**src/rtl/wb_rr_arbiter_pkg.sv**
```systemverilog
// Shared types and constants for the round-robin Wishbone B3 arbiter.
package wb_rr_arbiter_pkg;

    typedef enum logic {
        ST_IDLE = 1'b0,
        ST_BUSY = 1'b1
    } state_e;

    localparam logic [2:0] CTI_CLASSIC = 3'b000;
    localparam logic [2:0] CTI_CONST   = 3'b001;
    localparam logic [2:0] CTI_INCR    = 3'b010;
    localparam logic [2:0] CTI_EOB     = 3'b111;

    // Pointer width; never below one bit so a single-master build stays legal.
    function automatic int clog2_min1(input int value);
        int result;
        result = 0;
        while ((1 << result) < value) result++;
        return (result < 1) ? 1 : result;
    endfunction

endpackage

```
**src/rtl/wb_rr_prio.sv**
```systemverilog
// Combinational round-robin picker: first requester at or after i_ptr, wrapping upward.
module wb_rr_prio
    import wb_rr_arbiter_pkg::*;
#(
    parameter int NUM_MASTERS = 4,
    parameter int PW          = clog2_min1(NUM_MASTERS)
) (
    input  logic [NUM_MASTERS-1:0] i_req,
    input  logic [PW-1:0]          i_ptr,
    output logic [NUM_MASTERS-1:0] o_gnt,
    output logic                   o_valid
);

    always_comb begin
        o_gnt   = '0;
        o_valid = 1'b0;
        for (int i = 0; i < NUM_MASTERS; i++) begin
            for (int j = 0; j < NUM_MASTERS; j++) begin
                if (!o_valid && i_req[j] && (((int'(i_ptr) + i) % NUM_MASTERS) == j)) begin
                    o_gnt[j] = 1'b1;
                    o_valid  = 1'b1;
                end
            end
        end
    end

endmodule

```
**src/rtl/wb_rr_arbiter.sv**
```systemverilog
// Round-robin Wishbone B3 arbiter: grant held for a whole cyc, per-transfer watchdog
// forces err on a slave that never terminates.
module wb_rr_arbiter
    import wb_rr_arbiter_pkg::*;
#(
    parameter int NUM_MASTERS = 4,
    parameter int aw          = 32,
    parameter int dw          = 32,
    parameter int TIMEOUT     = 256
) (
    input  logic                            wb_clk_i,
    input  logic                            wb_rst_ni,
    input  logic [NUM_MASTERS*aw-1:0]       wbm_adr_i,
    input  logic [NUM_MASTERS*dw-1:0]       wbm_dat_i,
    input  logic [NUM_MASTERS*(dw/8)-1:0]   wbm_sel_i,
    input  logic [NUM_MASTERS-1:0]          wbm_we_i,
    input  logic [NUM_MASTERS-1:0]          wbm_cyc_i,
    input  logic [NUM_MASTERS-1:0]          wbm_stb_i,
    input  logic [NUM_MASTERS*3-1:0]        wbm_cti_i,
    input  logic [NUM_MASTERS*2-1:0]        wbm_bte_i,
    output logic [dw-1:0]                   wbm_dat_o,
    output logic [NUM_MASTERS-1:0]          wbm_ack_o,
    output logic [NUM_MASTERS-1:0]          wbm_err_o,
    output logic [NUM_MASTERS-1:0]          wbm_rty_o,
    output logic [aw-1:0]                   wbs_adr_o,
    output logic [dw-1:0]                   wbs_dat_o,
    output logic [dw/8-1:0]                 wbs_sel_o,
    output logic                            wbs_we_o,
    output logic                            wbs_cyc_o,
    output logic                            wbs_stb_o,
    output logic [2:0]                      wbs_cti_o,
    output logic [1:0]                      wbs_bte_o,
    input  logic [dw-1:0]                   wbs_dat_i,
    input  logic                            wbs_ack_i,
    input  logic                            wbs_err_i,
    input  logic                            wbs_rty_i,
    output logic [NUM_MASTERS-1:0]          grant_o
);

    localparam int PW  = clog2_min1(NUM_MASTERS);
    localparam int SW  = dw / 8;
    localparam int WDW = (TIMEOUT > 0) ? $clog2(TIMEOUT + 1) : 1;
    localparam logic [WDW-1:0] WD_LAST = (TIMEOUT > 0) ? WDW'(TIMEOUT - 1) : '0;

    state_e                 r_state, w_state_nxt;
    logic [NUM_MASTERS-1:0] r_grant, w_grant_nxt;
    logic [PW-1:0]          r_ptr, w_ptr_nxt;
    logic [WDW-1:0]         r_wd, w_wd_nxt;

    logic [NUM_MASTERS-1:0] w_pick_gnt;
    logic                   w_pick_valid;
    logic [aw-1:0]          w_own_adr;
    logic [dw-1:0]          w_own_dat;
    logic [SW-1:0]          w_own_sel;
    logic                   w_own_we, w_own_cyc, w_own_stb;
    logic [2:0]             w_own_cti;
    logic [1:0]             w_own_bte;
    logic [PW-1:0]          w_owner_idx, w_ptr_inc;
    logic                   w_term, w_stall, w_expire;

    wb_rr_prio #(
        .NUM_MASTERS (NUM_MASTERS),
        .PW          (PW)
    ) u_prio (
        .i_req   (wbm_cyc_i),
        .i_ptr   (r_ptr),
        .o_gnt   (w_pick_gnt),
        .o_valid (w_pick_valid)
    );

    // AND-OR mux: grant is one-hot or zero, so an idle arbiter drives all zeros.
    always_comb begin
        w_own_adr   = '0;
        w_own_dat   = '0;
        w_own_sel   = '0;
        w_own_we    = 1'b0;
        w_own_cyc   = 1'b0;
        w_own_stb   = 1'b0;
        w_own_cti   = '0;
        w_own_bte   = '0;
        w_owner_idx = '0;
        for (int m = 0; m < NUM_MASTERS; m++) begin
            if (r_grant[m]) begin
                w_own_adr   |= wbm_adr_i[m*aw +: aw];
                w_own_dat   |= wbm_dat_i[m*dw +: dw];
                w_own_sel   |= wbm_sel_i[m*SW +: SW];
                w_own_we    |= wbm_we_i[m];
                w_own_cyc   |= wbm_cyc_i[m];
                w_own_stb   |= wbm_stb_i[m];
                w_own_cti   |= wbm_cti_i[m*3 +: 3];
                w_own_bte   |= wbm_bte_i[m*2 +: 2];
                w_owner_idx  = PW'(m);
            end
        end
    end

    assign w_ptr_inc = (int'(w_owner_idx) == NUM_MASTERS - 1) ? '0 : w_owner_idx + 1'b1;
    assign w_term    = wbs_ack_i | wbs_err_i | wbs_rty_i;
    assign w_stall   = (r_state == ST_BUSY) && w_own_cyc && w_own_stb && !w_term;
    assign w_expire  = (TIMEOUT != 0) && w_stall && (r_wd == WD_LAST);

    always_ff @(posedge wb_clk_i or negedge wb_rst_ni) begin
        if (!wb_rst_ni) begin
            r_state <= ST_IDLE;
            r_grant <= '0;
            r_ptr   <= '0;
            r_wd    <= '0;
        end else begin
            r_state <= w_state_nxt;
            r_grant <= w_grant_nxt;
            r_ptr   <= w_ptr_nxt;
            r_wd    <= w_wd_nxt;
        end
    end

    always_comb begin
        w_state_nxt = r_state;
        w_grant_nxt = r_grant;
        w_ptr_nxt   = r_ptr;
        w_wd_nxt    = '0;
        case (r_state)
            ST_IDLE: begin
                if (w_pick_valid) begin
                    w_state_nxt = ST_BUSY;
                    w_grant_nxt = w_pick_gnt;
                end
            end
            ST_BUSY: begin
                if (!w_own_cyc) begin
                    w_state_nxt = ST_IDLE;
                    w_grant_nxt = '0;
                    w_ptr_nxt   = w_ptr_inc;
                end else if ((TIMEOUT != 0) && w_stall && !w_expire) begin
                    w_wd_nxt = r_wd + 1'b1;
                end
            end
            default: begin
                w_state_nxt = ST_IDLE;
                w_grant_nxt = '0;
            end
        endcase
    end

    always_comb begin
        wbs_adr_o = w_own_adr;
        wbs_dat_o = w_own_dat;
        wbs_sel_o = w_own_sel;
        wbs_we_o  = w_own_we;
        wbs_cti_o = w_own_cti;
        wbs_bte_o = w_own_bte;
        wbs_cyc_o = w_own_cyc;
        wbs_stb_o = w_own_cyc && w_own_stb && !w_expire;
        wbm_dat_o = wbs_dat_i;
        wbm_ack_o = r_grant & {NUM_MASTERS{wbs_ack_i}};
        wbm_err_o = r_grant & {NUM_MASTERS{wbs_err_i | w_expire}};
        wbm_rty_o = r_grant & {NUM_MASTERS{wbs_rty_i}};
        grant_o   = r_grant;
    end

endmodule

```
**config.mk**
```make
export PLATFORM = sky130hd
export DESIGN_NAME = wb_rr_arbiter
export DESIGN_NICKNAME = d
export VERILOG_FILES = /design/src/rtl/wb_rr_arbiter_pkg.sv /design/src/rtl/wb_rr_prio.sv /design/src/rtl/wb_rr_arbiter.sv
export SDC_FILE = /design/constraint.sdc
export NUM_CORES = 1
export LEC_CHECK = 0
export CAP_MARGIN = 0
export CORE_AREA = 2 2 179 181
export DETAILED_ROUTE_END_ITERATION = 8
export DIE_AREA = 0 0 181 183
export GPL_TIMING_DRIVEN = 0
export HOLD_SLACK_MARGIN = 0.08
export MAX_ROUTING_LAYER = met4
export PLACE_DENSITY = 0.41
export SLEW_MARGIN = 20
export SYNTH_ARGS = -nofsm -noshare
export SYNTH_HDL_FRONTEND = slang
export SYNTH_SLANG_ARGS = --single-unit
```
**constraint.sdc**
```tcl
create_clock -name wb_clk_i -period 4 [get_ports wb_clk_i]
set_input_delay 0.4 -clock wb_clk_i [delete_from_list [all_inputs] [get_ports wb_clk_i]]
set_output_delay 0.4 -clock wb_clk_i [all_outputs]
set_load 0.02 [all_outputs]
```
==> flow_metrics.tcl <==
set metrics [dict create \
    status "completed" \
    gr-total-overflow 0 \
    hold_viol_final 0 \
    initialDrtViolationCount 207 \
    fmax_mhz 279 \
    synth_top_family_by_area "compound AO/OA/AOI/OAI gates" \
    ys_seq_elements 16 \
    yosysSeqAreaShare 0.148 \
    drive_above_1_share 0.0541 \
    hpwl_mm 20.5 \
    grt_pass1_vias 5139 \
    setup_violations 0 \
    postCtsSetupBuffers 0 \
    finalSetupTns_ns 0 \
    cts_num_sinks 16 \
    synth_nets 739 \
    layout_common_cells "clkdlybuf4s50_1, a22oi_1, nand2_1" \
    synth_area_um2 2710 \
    clock_path_buffers 2 \
    worstRegToRegCells 4 \
    regToRegSetupSlack_ns 1.81 \
    post_cts_resized 0 \
    die_area_um2 33100 \
    antennaDiodeCount 0 \
    slowest_delay_ns 0.69 \
    critPathKind "reg -> out" \
    rows 65 \
    die_h_um 183 \
    crit_top_cell "clkbuf_1" \
    setup_ws_ns 0.417 \
    synthXorXnorAreaFrac 0.0194 \
    hp-class "reg -> reg" \
    use_met2 0.252 \
    yosysWarnings 0 \
    die_x_um 181 \
    synth_area_per_cell_um2 6.84 \
    synth_edf_count 0 \
    synth-adder-area-share 0.00924 \
    core_area_um2 31200 \
    p_per_area_nw_per_um2 485 \
    vias 4873 \
    ys_async_sr_fraction 1.00 \
    routed_wl_mm 24.6 \
    drv_cap 0 \
    maxSlewViolCount 0 \
    cts.clk_slew.worst_paths_ns 0.05 \
    fillers 3475 \
    irDropWorstVdd_mv 0.196 \
    cp.arrival_ns 3.18 \
    cp_max_fo 10 \
    dp_slack_ns 0.499 \
    endpoint_kind "output port" \
    grt_pass1_wl_mm 34.0 \
    drc 0 \
    holdPathStages 1 \
    synth_mux_area_frac 0.00416 \
    place_congestion 0.753 \
    cts_tree "done" \
    ios 465 \
    finalCritPeriodShare 0.896 \
    yosysUniqueCellTypes 34 \
    met1_usage 0.171 \
    top_usage_layer "met2" \
    period_minus_slack_ns 3.58 \
    grt_max_degree 17 \
    htreeDepth 1 \
    nNetsFinal 1176 \
    numCtsBuffers 3 \
    required_ns 3.60 \
    antenna_found_initial 0 \
    reg2reg_to "grant_o[0]" \
    rsz0062_at_grt "no" \
    p_leak_nw 2.94 \
    worstMarginPinSlew_ns 0.896 \
    reg2reg_from "grant_o[0]" \
    cp_cell_sequence "buf_2 > clkbuf_1 > clkbuf_1 > a22oi_1 > nand2_1 > clkdlybuf4s50_1" \
    mostFrequentLayoutCell "clkdlybuf4s50_1" \
    hold_end "r_wd[0]" \
    ant_nets 0 \
    synth_ff_type "dfrtp_1" \
    insertion_delay_ns 0.25 \
    area_delta_synth_final_pct 182 \
    track_usage 0.142 \
    vias_per_cell 3.95 \
    min_from "r_wd[0]" \
    wl_per_cell_um 19.9 \
    relSlewSlack 0.403 \
    first_pass_iters 4 \
    synth-compound-area-share 0.469 \
    cts_root_buffer "clkbuf_16" \
    initial_utilization 0.0867 \
    cp_slowest_cell "clkbuf_1" \
    numPortBuffers 432 \
    postSynthCellCount 396 \
    met3_usage 0.0280 \
    cts_hold_buf 0 \
    finClkSkew_ns 0.00666 \
    start_kind "flip-flop" \
    yosys.area_share.simple 0.201 \
]
logic make-up (layout without fill, tap and decap cells):
logic type / after synthesis / count (layout)
AO/OA/AOI/OAI: 168 / 168
AND/OR/NAND/NOR: 129 / 129
buffers and inverters: 74 / 510
flip-flops: 16 / 16
XOR/XNOR: 6 / 6
adder cells (fa/ha/maj): 2 / 2
multiplexers: 1 / 1
cell type report:
| cell class | instances | area (µm²) | area share |
|---|---|---|---|
| Buffer | 69 | 385 | 0.0505 |
| Clock buffer | 4 | 88.8 | 0.0117 |
| Inverter | 5 | 18.8 | 0.00246 |
| Multi-Input combinational cell | 306 | 1900 | 0.250 |
| Sequential cell | 16 | 400 | 0.0525 |
| Tap cell | 402 | 503 | 0.0660 |
| Timing Repair Buffer | 432 | 4320 | 0.567 |
flip-flops by register name, summed over array words and instances, names as in the netlist:
| name | flops |
|---|---|
| r_ptr | 2 |
| grant_o | 4 |
| r_wd | 9 |
| r_state | 1 |
worst max-delay path: cells and delay by family (launching register included):
kind | cells | cell delay (ns)
buffers and inverters | 4 | 2.18
and+or+nand+nor | 1 | 0.13
AOI/OAI and AO/OA | 1 | 0.27
DFF | 1 | 0.33
stage by stage:
stage / instances / power (mW) / hold WS [ns] / cell area, µm² / utilization
after detailed placement: 1230 / 3.55 / 0.486 / 7530 / 0.241
after CTS: 1234 / 3.79 / 0.492 / 7620 / 0.244
final: 1234 / 3.70 / 0.487 / 7620 / 0.244
after global routing: 1234 / 3.96 / 0.531 / 7620 / 0.244
after global placement: 1230 / 3.57 / 0.486 / 7530 / 0.241
after floorplan: 396 / 1.72 / 0.104 / 2710 / -
cell usage after synthesis (2+ instances only):
library cell | number | area share
a21oi_1 | 3 | 0.0055
a22o_1 | 2 | 0.0065
a22oi_1 | 151 | 0.42
and2_1 | 8 | 0.018
and3_1 | 2 | 0.0046
buf_1 | 12 | 0.017
buf_2 | 5 | 0.0092
buf_4 | 32 | 0.089
clkbuf_1 | 20 | 0.028
dfrtp_1 | 16 | 0.15
ha_1 | 2 | 0.0092
inv_1 | 5 | 0.0069
nand2_1 | 85 | 0.12
nand3_1 | 5 | 0.0092
nor2_1 | 18 | 0.025
nor2b_1 | 6 | 0.014
o2bb2ai_1 | 2 | 0.0065
or4_1 | 2 | 0.0055
xnor2_1 | 4 | 0.013
xor2_1 | 2 | 0.0065
worst max path at each step:
stage / start / to / slack (ns)
4_1_cts: grant_o[0] / wbs_adr_o[23] / 0.22
2_1_floorplan: r_wd[0] / wbm_err_o[0] / 1.86
3_3_place_gp: grant_o[0] / wbs_adr_o[23] / 0.41
6_report: grant_o[0] / wbs_adr_o[23] / 0.42
3_5_place_dp: grant_o[0] / wbs_adr_o[23] / 0.50
5_1_grt: grant_o[0] / wbs_adr_o[23] / 0.08
power by group:
part	internal (mW)	switching [mW]
Combinational	1.45	1.81
Sequential	0.189	0.0292
Clock	0.152	0.0653
Total	1.79	1.91
per-layer routing:
metal | wire length, µm | share of wire
met1 | 10500 | 0.43
met2 | 12200 | 0.50
met3 | 1680 | 0.068
met4 | 240 | 0.0098
met5 | 0 | 0
Power figures use the tool's default switching activity.
